File: config.mk
export PLATFORM = sky130hd
export DESIGN_NAME = ibex_multdiv_seq
export DESIGN_NICKNAME = d
export VERILOG_FILES = /design/src/rtl/ibex_pkg.sv /design/src/rtl/ibex_multdiv_seq.sv
export SDC_FILE = /design/constraint.sdc
export NUM_CORES = 1
export LEC_CHECK = 0
export ABC_AREA = 1
export BUFFER_PORTS_ARGS = -buffer_cell sky130_fd_sc_hd__buf_2
export CAP_MARGIN = 30
export CORE_UTILIZATION = 45
export DETAILED_ROUTE_END_ITERATION = 8
export PLACE_DENSITY = 0.85
export REMOVE_ABC_BUFFERS = 1
export SLEW_MARGIN = 20
export SYNTH_ARGS = -nofsm -noshare
export SYNTH_HDL_FRONTEND = slang
export SYNTH_SLANG_ARGS = --single-unit
File: constraint.sdc
create_clock -name clk_i -period 2.53 [get_ports clk_i]
set_clock_uncertainty 0.2 [all_clocks]
set_input_delay 0.3795 -clock clk_i [delete_from_list [all_inputs] [get_ports clk_i]]
set_output_delay 0.3795 -clock clk_i [all_outputs]
set_load 0.03 [all_outputs]
File: src/rtl/ibex_pkg.sv
// ibex_pkg
// Shared types for the execute-stage multiply/divide path.
//   md_op_e        : multdiv operator encoding (MULL/MULH/DIV/REM)
//   md_seq_state_e : state of the multdiv issue/retire sequencer
//   MdImdWidth     : width of the shared intermediate-value register
package ibex_pkg;

    typedef enum logic [1:0] {
        MD_OP_MULL = 2'b00,
        MD_OP_MULH = 2'b01,
        MD_OP_DIV  = 2'b10,
        MD_OP_REM  = 2'b11
    } md_op_e;

    typedef enum logic [1:0] {
        MD_SEQ_IDLE  = 2'b00,
        MD_SEQ_RUN   = 2'b01,
        MD_SEQ_DRAIN = 2'b10,
        MD_SEQ_RESP  = 2'b11
    } md_seq_state_e;

    localparam int unsigned MdImdWidth = 34;

endpackage

File: src/rtl/ibex_multdiv_seq.sv
// ibex_multdiv_seq
// Issue/retire sequencer sitting in front of the slow multiplier/divider.
// Accepts one MUL/DIV request over valid/ready, holds its operands for the
// whole operation, drives the multdiv enables, owns the 34-bit intermediate
// value register and buffers the result for writeback. A flush lets the
// in-flight operation drain so the multdiv unit always returns to idle.
//
// Ports
//   clk_i, rst_ni                 clock, asynchronous active-low reset
//   req_valid_i / req_ready_o     request handshake from decode
//   req_operator_i, req_signed_mode_i, req_op_a_i, req_op_b_i  request fields
//   flush_i                       kill in-flight and same-cycle request
//   md_mult_en_o, md_div_en_o     multdiv enables
//   md_operator_o, md_signed_mode_o, md_op_a_o, md_op_b_o  latched request
//   md_imd_val_d_i, md_imd_val_we_i, md_imd_val_q_o  intermediate register
//   md_valid_i, md_result_i       multdiv result
//   md_ready_o                    lets multdiv leave its LAST/FINISH state
//   rsp_valid_o, rsp_result_o, rsp_ready_i  response to writeback
//   busy_o                        high whenever not IDLE
module ibex_multdiv_seq
    import ibex_pkg::*;
#(
    parameter int unsigned MaxLatency = 37
) (
    input  logic                  clk_i,
    input  logic                  rst_ni,

    input  logic                  req_valid_i,
    output logic                  req_ready_o,
    input  md_op_e                req_operator_i,
    input  logic [1:0]            req_signed_mode_i,
    input  logic [31:0]           req_op_a_i,
    input  logic [31:0]           req_op_b_i,
    input  logic                  flush_i,

    output logic                  md_mult_en_o,
    output logic                  md_div_en_o,
    output md_op_e                md_operator_o,
    output logic [1:0]            md_signed_mode_o,
    output logic [31:0]           md_op_a_o,
    output logic [31:0]           md_op_b_o,

    input  logic [MdImdWidth-1:0] md_imd_val_d_i,
    input  logic                  md_imd_val_we_i,
    output logic [MdImdWidth-1:0] md_imd_val_q_o,

    input  logic                  md_valid_i,
    input  logic [31:0]           md_result_i,
    output logic                  md_ready_o,

    output logic                  rsp_valid_o,
    output logic [31:0]           rsp_result_o,
    input  logic                  rsp_ready_i,

    output logic                  busy_o
);

    md_seq_state_e         r_state;
    md_seq_state_e         w_stateNext;

    md_op_e                r_operator;
    logic [1:0]            r_signedMode;
    logic [31:0]           r_opA;
    logic [31:0]           r_opB;
    logic [31:0]           r_rspResult;
    logic [MdImdWidth-1:0] r_imdVal;
    logic [5:0]            r_latCnt;

    logic                  w_reqAccept;
    logic                  w_rspLoad;
    logic                  w_imdLoad;
    logic                  w_isMult;
    logic                  w_active;

    assign w_isMult = (r_operator == MD_OP_MULL) || (r_operator == MD_OP_MULH);
    assign w_active = (r_state == MD_SEQ_RUN) || (r_state == MD_SEQ_DRAIN);

    always_ff @(posedge clk_i or negedge rst_ni) begin
        if (!rst_ni) begin
            r_state <= MD_SEQ_IDLE;
        end else begin
            r_state <= w_stateNext;
        end
    end

    // RUN and DRAIN look identical to the multdiv unit (enables and
    // md_ready_o high); they differ only in whether the result is kept.
    // A flush coinciding with md_valid_i has nothing left to drain, so it
    // goes straight to IDLE.
    always_comb begin
        w_stateNext  = r_state;
        req_ready_o  = 1'b0;
        md_mult_en_o = 1'b0;
        md_div_en_o  = 1'b0;
        md_ready_o   = 1'b0;
        rsp_valid_o  = 1'b0;
        w_reqAccept  = 1'b0;
        w_rspLoad    = 1'b0;
        w_imdLoad    = 1'b0;

        unique case (r_state)
            MD_SEQ_IDLE: begin
                req_ready_o = 1'b1;
                if (req_valid_i && !flush_i) begin
                    w_reqAccept = 1'b1;
                    w_stateNext = MD_SEQ_RUN;
                end
            end

            MD_SEQ_RUN: begin
                md_mult_en_o = w_isMult;
                md_div_en_o  = !w_isMult;
                md_ready_o   = 1'b1;
                w_imdLoad    = md_imd_val_we_i;
                if (md_valid_i) begin
                    if (flush_i) begin
                        w_stateNext = MD_SEQ_IDLE;
                    end else begin
                        w_rspLoad   = 1'b1;
                        w_stateNext = MD_SEQ_RESP;
                    end
                end else if (flush_i) begin
                    w_stateNext = MD_SEQ_DRAIN;
                end
            end

            MD_SEQ_DRAIN: begin
                md_mult_en_o = w_isMult;
                md_div_en_o  = !w_isMult;
                md_ready_o   = 1'b1;
                w_imdLoad    = md_imd_val_we_i;
                if (md_valid_i) begin
                    w_stateNext = MD_SEQ_IDLE;
                end
            end

            MD_SEQ_RESP: begin
                rsp_valid_o = 1'b1;
                req_ready_o = rsp_ready_i && !flush_i;
                if (flush_i) begin
                    w_stateNext = MD_SEQ_IDLE;
                end else if (rsp_ready_i) begin
                    if (req_valid_i) begin
                        w_reqAccept = 1'b1;
                        w_stateNext = MD_SEQ_RUN;
                    end else begin
                        w_stateNext = MD_SEQ_IDLE;
                    end
                end
            end

            default: begin
                w_stateNext = MD_SEQ_IDLE;
            end
        endcase
    end

    // Operand latch: only an accepted request may change what the multdiv
    // unit sees, so the operands are frozen across RUN and DRAIN.
    always_ff @(posedge clk_i or negedge rst_ni) begin
        if (!rst_ni) begin
            r_operator   <= MD_OP_MULL;
            r_signedMode <= 2'b00;
            r_opA        <= 32'd0;
            r_opB        <= 32'd0;
        end else if (w_reqAccept) begin
            r_operator   <= req_operator_i;
            r_signedMode <= req_signed_mode_i;
            r_opA        <= req_op_a_i;
            r_opB        <= req_op_b_i;
        end
    end

    // One-entry response buffer; holds its value until overwritten by the
    // next kept result so rsp_result_o is stable while writeback stalls.
    always_ff @(posedge clk_i or negedge rst_ni) begin
        if (!rst_ni) begin
            r_rspResult <= 32'd0;
        end else if (w_rspLoad) begin
            r_rspResult <= md_result_i;
        end
    end

    // Shared intermediate-value register, written only while the multdiv
    // unit is actually operating.
    always_ff @(posedge clk_i or negedge rst_ni) begin
        if (!rst_ni) begin
            r_imdVal <= '0;
        end else if (w_imdLoad) begin
            r_imdVal <= md_imd_val_d_i;
        end
    end

    // Cycles already spent in RUN/DRAIN for the current operation; only
    // feeds the latency check below.
    always_ff @(posedge clk_i or negedge rst_ni) begin
        if (!rst_ni) begin
            r_latCnt <= 6'd0;
        end else if (!w_active) begin
            r_latCnt <= 6'd0;
        end else if (r_latCnt != 6'h3F) begin
            r_latCnt <= r_latCnt + 6'd1;
        end
    end

    assign md_operator_o    = r_operator;
    assign md_signed_mode_o = r_signedMode;
    assign md_op_a_o        = r_opA;
    assign md_op_b_o        = r_opB;
    assign md_imd_val_q_o   = r_imdVal;
    assign rsp_result_o     = r_rspResult;
    assign busy_o           = (r_state != MD_SEQ_IDLE);

    aLatencyBound : assert property (@(posedge clk_i) disable iff (!rst_ni)
        w_active |-> (32'(r_latCnt) < MaxLatency));

    aValidOnlyActive : assert property (@(posedge clk_i) disable iff (!rst_ni)
        md_valid_i |-> w_active);

    aReqStable : assert property (@(posedge clk_i) disable iff (!rst_ni)
        (req_valid_i && !req_ready_o) |=>
            ($stable(req_operator_i) && $stable(req_signed_mode_i) &&
             $stable(req_op_a_i) && $stable(req_op_b_i)));

endmodule

# Word level (Yosys, flattened, before mapping)

Index checks and enable logic that the tools add are counted.

Register bits after elaboration: 136
Bits of input ports: 141
Output and inout bits: 140
Logic and storage cells: 48

Eq/ne operators: 8
Mux-type cells: 23
Reductions and logical operators: 10

Operators with widths:

| operator           | number |
|---|---|
| $mux 2             | 7 |
| $mux 1             | 13 |
| $pmux 2 s4         | 1 |
| $ne 3x3->1 const B | 2 |
| $eq 2x1->1 const B | 2 |
| $eq 2x2->1 const B | 2 |
| $logic_not 2->1    | 2 |
| $ne 2x2->1 const B | 2 |
| $pmux 1 s2         | 2 |
| $reduce_and 4->1   | 1 |
| $logic_and 1x1->1  | 2 |
| $logic_not 1->1    | 2 |
| $reduce_bool 2->1  | 1 |
| $reduce_or 2->1    | 1 |
| $logic_or 1x1->1   | 1 |

# Depth between registers and ports, before layout

Gate-level depths: netlist of run 1.

Depth after elaboration: 4
Depth in mapped cells: 9
Gate-level depth less buffers: 8

# Least setup slack after synthesis of run 1

Ideal clock, no wire load.

Path kind: register to output
Start point: register r_state[0]
End point: output req_ready_o
Arrival time: 1.714 ns
Data required time: 1.951 ns
Slack: 0.236 ns
Stages on the path, launching flop included: 7
Path buffers: 1
Cell sequence: dfrtp_1 ha_1 nand2_1 nand2_2 buf_2 nand2_1 a21oi_1

Cells in the longest elaborated chain, start to end: 2
Elaborated cells between the ends (all ways): 3
Those cells by class: eq/ne (1); mux (1); reduce/logical (1)

Ends and longest elaborated chain:

| element                                       | line                    | text |
|---|---|---|
| start: declaration                            | ibex_multdiv_seq.sv:58  | `md_seq_state_e r_state;` |
| start signal: assignment                      | ibex_multdiv_seq.sv:82  | `r_state <= w_stateNext;` |
| $eq 2x2->1 or $logic_not 2->1 (tied branches) | ibex_multdiv_seq.sv:101 | `unique case (r_state)` |
| $pmux 1 s2 *                                  | ibex_multdiv_seq.sv:101 |  |
| end: declaration                              | ibex_multdiv_seq.sv:29  | `output logic req_ready_o,` |

Mark *: on every way between the ends. The rest lies on a longest branch, timed or not.

# Final worst setup path of run 1

Ends and elaborated chain as after synthesis.

==> results of run 1 <==
## sequential cells by signal (all words and copies together) (netlist names)
| signal | cells |
|---|---|
| md_imd_val_q_o | 34 |
| md_op_a_o | 32 |
| md_op_b_o | 32 |
| rsp_result_o | 32 |
| md_operator_o | 2 |
| md_signed_mode_o | 2 |
| r_state | 2 |
## worst paths after layout
check                               startpoint            endpoint  slack, ns  cells past startpoint
worst max-delay path                r_state[0]         req_ready_o       0.14                      6
worst min-delay path            req_op_b_i[24]       md_op_b_o[24]       0.01                      3
worst max register to register      r_state[0]  md_imd_val_q_o[13]       0.46                      5
worst min register to register   md_op_b_o[28]       md_op_b_o[28]       0.27                      2
max in group asynchronous               rst_ni  md_imd_val_q_o[33]       1.13                      3
min in group asynchronous               rst_ni       md_op_a_o[10]       0.33                      2
## logic make-up (layout without fill, tap and decap cells)
logic type / after synthesis / count (layout) / share of synthesized area, %
and+or+nand+nor: 261 / 261 / 20.1
DFF: 136 / 136 / 62.9
buffers and inverters: 72 / 425 / 5.74
AOI/OAI and AO/OA: 35 / 35 / 3.24
muxes: 34 / 34 / 7.08
adders and majority gates: 4 / 4 / 0.926
## power breakdown
| group | internal [mW] | switching (mW) | total [mW] |
|---|---|---|---|
| clock | 1.78 | 0.878 | 2.65 |
| combinational | 1.63 | 3.85 | 5.48 |
| sequential | 3.20 | 0.534 | 3.74 |
## worst min-delay path, stage by stage
cell and delay, ns:
sky130_fd_sc_hd__buf_2 0.08, sky130_fd_sc_hd__nand3_1 0.06, sky130_fd_sc_hd__nand2_1 0.06
## metrics by stage
step | std cells | power [mW]
floorplan | 511 | 7.27
global placement | 944 | 8.96
detailed placement | 944 | 9.12
CTS | 1036 | 11.9
global route | 1038 | 12.5
finish | 1038 | 11.9
## cell type report
type | count | area (um2)
multi-input combinational | 334 | 1700
inverter | 41 | 154
tap | 143 | 179
clock buffer | 24 | 502
clock inverter | 8 | 140
timing repair buffer | 352 | 2170
sequential | 136 | 3400
fill | 776 | 3320
## timing repair
action	in CTS	in global routing
hold buffers	60	2
hold endpoints to repair	112	2
endpoints found under the setup margin	0	0
## layer usage
layer | up-vias | wire [um] | track usage (%)
met4 | 0 | 533 | 13.7
met3 | 50 | 1430 | 8.93
met2 | 252 | 7680 | 43.8
met5 | - | 0 | 0
li1 | 2405 | - | -
met1 | 2373 | 5940 | 28.7
## cell usage after synthesis
library cell               instances
sky130_fd_sc_hd__nand2_1         182
sky130_fd_sc_hd__dfrtp_1         136
sky130_fd_sc_hd__nand3_1          73
sky130_fd_sc_hd__inv_1            40
sky130_fd_sc_hd__mux2_2           34
sky130_fd_sc_hd__o21ai_0          32
sky130_fd_sc_hd__buf_2            20
sky130_fd_sc_hd__clkbuf_1          8
sky130_fd_sc_hd__ha_1              4
sky130_fd_sc_hd__a21oi_1           3
sky130_fd_sc_hd__nand2_2           3
sky130_fd_sc_hd__buf_4             2
sky130_fd_sc_hd__nor2_1            2
sky130_fd_sc_hd__buf_6             1
sky130_fd_sc_hd__inv_2             1
sky130_fd_sc_hd__nor2_4            1
==> flow_summary.ini, run 1 <==
[run_status]
status = finished with violations
violated_checks = design-rule violations

[detailed_routing]
vias = 5080
detail_route.drc_violations = 20
dr.first_iter.drc_count = 489
finalWirelength_um = 15600
vias_per_cell = 4.89
post_drt_wl_per_cell_um = 15.0
drt_pre_antenna_iters = 7
antenna_violating_nets_post_route = 0

[placement]
place.port_buffers = 280
post_detailed_placement_cell_area_um2 = 6980
place.gp.congestion = 0.773
place_ws_ns = 0.473
detailedPlacementHpwl_um = 9980

[timing]
setup_slack_ns = 0.141
final_period_minus_worst_setup_slack_ns = 2.39
slew_headroom_pct = 65.6
unrepaired_setup_endpoints_after_global_routing = false
post-route-period-util_pct = 94.4
fin_hold_ws_ns = 0.0142
worst-slew-pin-transition_ns = 0.516
finalHoldViolations = 0
setup_viol = 0
final_max_slew_viol_count = 0
maxClockFrequency_mhz = 419
setup-tns-final_ns = 0

[final_layout]
n_antenna_cell = 0
ratio_of_cells_with_drive_above_1_in_the_final_layout_pct = 40.2
area_growth_pct = 52.4
fin_nets = 1027
final_core_util_pct = 71.3
layout.cells.most_common_list = sky130_fd_sc_hd__buf_2, sky130_fd_sc_hd__nand2_1, sky130_fd_sc_hd__dfrtp_1, sky130_fd_sc_hd__nand3_1, sky130_fd_sc_hd__dlygate4sd3_1
most_common_cell_after_layout_fill_and_taps_aside = sky130_fd_sc_hd__buf_2
finalInstanceArea_um2 = 8240

[clocking]
postCtsResizedCells = 0
source_to_sink_clock_delay_at_the_later_pin_of_the_worst_skew_pair_ns = 0.40
clk_transition_reported_paths_ns = 0.06
cts.sinks = 136
cts_made_buffers = 17
max-clock-path-buffers = 2
cts.htree.levels = 4
cts_tree = done
post_cts.repair.setup_buffers = 0
clock_tree.root_cell = sky130_fd_sc_hd__clkbuf_16

[worst_setup_path]
setup.worst_path.start_class = flip-flop
critical_path.cell_chain = inv_1 -> ha_1 -> inv_1 -> nand2_1 -> a21oi_1 -> buf_2
path_max_fanout = 5
worst-endpoint-required_ns = 1.95
cp_common_cell = sky130_fd_sc_hd__inv_1
critical_path.max_stage_delay_ns = 0.39
cp_top_family = buffers and inverters
setup.worst_path.class = reg -> out
timing.critical_path.buf_inv = 3
critical_path.slowest_cell = sky130_fd_sc_hd__dfrtp_1
critPathCaptureType = output port
worst_ep_arrival_time_ns = 1.81

[global_routing]
grt_first_pass_wirelength_um = 24900
grt_max_degree = 56
grt_antenna_before_repair = 1
grt.total_usage_pct = 25.9
first_global_vias = 5053
grt_remaining_overflow = 0

[min_path]
worstHoldPathType = in -> reg

[synth]
synth.cell_area_um2 = 5410
cell_type_with_the_highest_aggregate_area_in_the_netlist = sky130_fd_sc_hd__dfrtp_1
proportion_of_synthesized_chip_area_in_sequential_cells_pct = 62.9
distinct_cells_synth = 16
synthesis.area_per_instance_um2 = 9.98
syn_inst = 542
synth-warning-count = 0
synth_seq_cells = 136
synth_largest_type_area_fraction_pct = 62.9
synth.top_cells.by_area = sky130_fd_sc_hd__dfrtp_1, sky130_fd_sc_hd__nand2_1, sky130_fd_sc_hd__mux2_2, sky130_fd_sc_hd__nand3_1, sky130_fd_sc_hd__o21ai_0

[die]
floorplan.io_pins = 281
floorplan.die_area_um2 = 12500
chipHeight_um = 112
floorplan.rows = 39
initial_core_utilization_pct = 46.8
die-width_um = 112
core_region_area_um2 = 11600

[pwr]
power.ir.vdd_worst_mv = 0.788
power.static_leakage_nw = 4.64
power.density_cell_area_nw_per_um2 = 1440

[job]
maxCapViolCount = 0
Power figures use the tool's default switching activity.
==> run 2: changes to the inputs <==
--- a/config.mk
+++ b/config.mk
@@ -8,9 +8,10 @@
 export ABC_AREA = 1
 export BUFFER_PORTS_ARGS = -buffer_cell sky130_fd_sc_hd__buf_2
 export CAP_MARGIN = 30
-export CORE_UTILIZATION = 45
+export CORE_UTILIZATION = 47
+export CTS_BUF_LIST = sky130_fd_sc_hd__clkbuf_2
 export DETAILED_ROUTE_END_ITERATION = 8
-export PLACE_DENSITY = 0.85
+export PLACE_DENSITY = 0.88
 export REMOVE_ABC_BUFFERS = 1
 export SLEW_MARGIN = 20
 export SYNTH_ARGS = -nofsm -noshare
==> flow_summary.ini, run 2 (synthesized netlist as in run 1, its figures left out) <==
[detailed_routing]
vias_per_cell = 5.23
dr.first_iter.drc_count = 560
antenna_violating_nets_post_route = 0
detail_route.drc_violations = 0
drt_pre_antenna_iters = 7
vias = 5882
finalWirelength_um = 21100
post_drt_wl_per_cell_um = 18.7

[clocking]
cts_tree = done
cts.htree.levels = 4
cts.sinks = 136
clk_transition_reported_paths_ns = 0.23
cts_made_buffers = 17
max-clock-path-buffers = 2
source_to_sink_clock_delay_at_the_later_pin_of_the_worst_skew_pair_ns = 0.68
clock_tree.root_cell = sky130_fd_sc_hd__clkbuf_2

[run_status]
status = completed

[die]
die-width_um = 109
core_region_area_um2 = 11000
floorplan.rows = 38
chipHeight_um = 109
floorplan.die_area_um2 = 11900
floorplan.io_pins = 281
initial_core_utilization_pct = 49.0

[timing]
maxClockFrequency_mhz = 403
setup_viol = 0
finalHoldViolations = 0
post-route-period-util_pct = 98.2
fin_hold_ws_ns = 0.113
unrepaired_setup_endpoints_after_global_routing = true
slew_headroom_pct = 52.8
final_period_minus_worst_setup_slack_ns = 2.48
worst-slew-pin-transition_ns = 0.709
final_max_slew_viol_count = 0

[pwr]
power.density_cell_area_nw_per_um2 = 1300
power.static_leakage_nw = 4.87
power.ir.vdd_worst_mv = 0.851

[global_routing]
grt_first_pass_wirelength_um = 31300
grt_remaining_overflow = 0
first_global_vias = 5982
grt.total_usage_pct = 36.2
grt_max_degree = 69
grt_antenna_before_repair = 3

[placement]
place.port_buffers = 280
place.gp.congestion = 0.783
post_detailed_placement_cell_area_um2 = 6940
place.detailed.instances = 939
detailedPlacementHpwl_um = 9960

[final_layout]
largest_register_ffs = 34
fin_nets = 1113
layout.cells.most_common_list = sky130_fd_sc_hd__buf_2, sky130_fd_sc_hd__nand2_1, sky130_fd_sc_hd__dlygate4sd3_1, sky130_fd_sc_hd__dfrtp_1, sky130_fd_sc_hd__nand3_1
ratio_of_cells_with_drive_above_1_in_the_final_layout_pct = 38.6
area_growth_pct = 63.5
finalInstanceArea_um2 = 8840
most_common_cell_after_layout_fill_and_taps_aside = sky130_fd_sc_hd__buf_2
final_cell_count_no_fill = 1125

[worst_setup_path]
worst-endpoint-required_ns = 1.95
setup.worst_path.start_class = flip-flop
critPathCaptureType = output port
path_max_fanout = 4
setup.worst_path.class = reg -> out
worst_ep_arrival_time_ns = 1.90

[min_path]
worstHoldPathType = in -> reg

[job]
maxCapViolCount = 0
[run 2: power breakdown]
| part | internal [mW] | total [mW] | switching [mW] |
|---|---|---|---|
| logic | 1.82 | 5.99 | 4.17 |
| clock network | 0.854 | 1.72 | 0.861 |
| registers | 3.18 | 3.83 | 0.645 |
| total | 5.85 | 11.5 | 5.68 |
[run 2: what timing repair did]
action,in CTS,in global routing
hold buffers,145,0
gates resized for setup,8,14
hold endpoints to repair,272,0
endpoints found under the setup margin,3,5
pin swaps,0,6
setup buffers,2,5
[run 2: worst max-delay path: stages, from the launching register on]
cell                      delay [ns]
sky130_fd_sc_hd__dfrtp_1        0.45
sky130_fd_sc_hd__buf_6          0.12
sky130_fd_sc_hd__ha_4           0.14
sky130_fd_sc_hd__nand2_2        0.06
sky130_fd_sc_hd__nand2_2        0.10
sky130_fd_sc_hd__nand2_2        0.07
sky130_fd_sc_hd__a21oi_2        0.12
sky130_fd_sc_hd__buf_6          0.16
[run 2: layout make-up]
type	count	area, um2
tap	140	175
multi-input combinational	334	1750
clock inverter	15	250
inverter	41	156
sequential	136	3400
antenna	4	10.0
clock buffer	17	85.1
fill	591	2190
timing repair buffer	438	3020
[run 2: path summary, 6_finish.rpt]
kind / startpoint / endpoint / slack, ns / cells after the start
worst max register to register: r_state[1] / r_state[0] / 0.23 / 9
worst max-delay path: r_state[1] / req_ready_o / 0.05 / 7
worst min register to register: md_op_b_o[18] / md_op_b_o[18] / 0.29 / 2
min in group asynchronous: rst_ni / rsp_result_o[18] / 0.53 / 4
max in group asynchronous: rst_ni / md_imd_val_q_o[33] / 1.22 / 4
worst min-delay path: rsp_ready_i / r_state[1] / 0.11 / 7
[run 2: metal layers]
layer	GRT usage, %	wire (um)	vias to the layer above
li1	-	-	2580
met1	38.3	7110	2735
met2	58.0	10100	457
met3	16.6	2570	108
met4	24.1	1290	2
met5	0	11	-
[run 2: through the flow]
step | power (mW) | worst slack [ns] | TNS [ns] | utilization, %
floorplan | 7.27 | -0.533 | -36.45 | -
global placement | 8.93 | 0.538 | 0 | 62.9
detailed placement | 9.10 | 0.467 | 0 | 62.9
CTS | 11.1 | 0.00102 | 0 | 79.6
global route | 12.1 | -0.0787 | -0.0999 | 80.1
finish | 11.5 | 0.0463 | 0 | 80.2
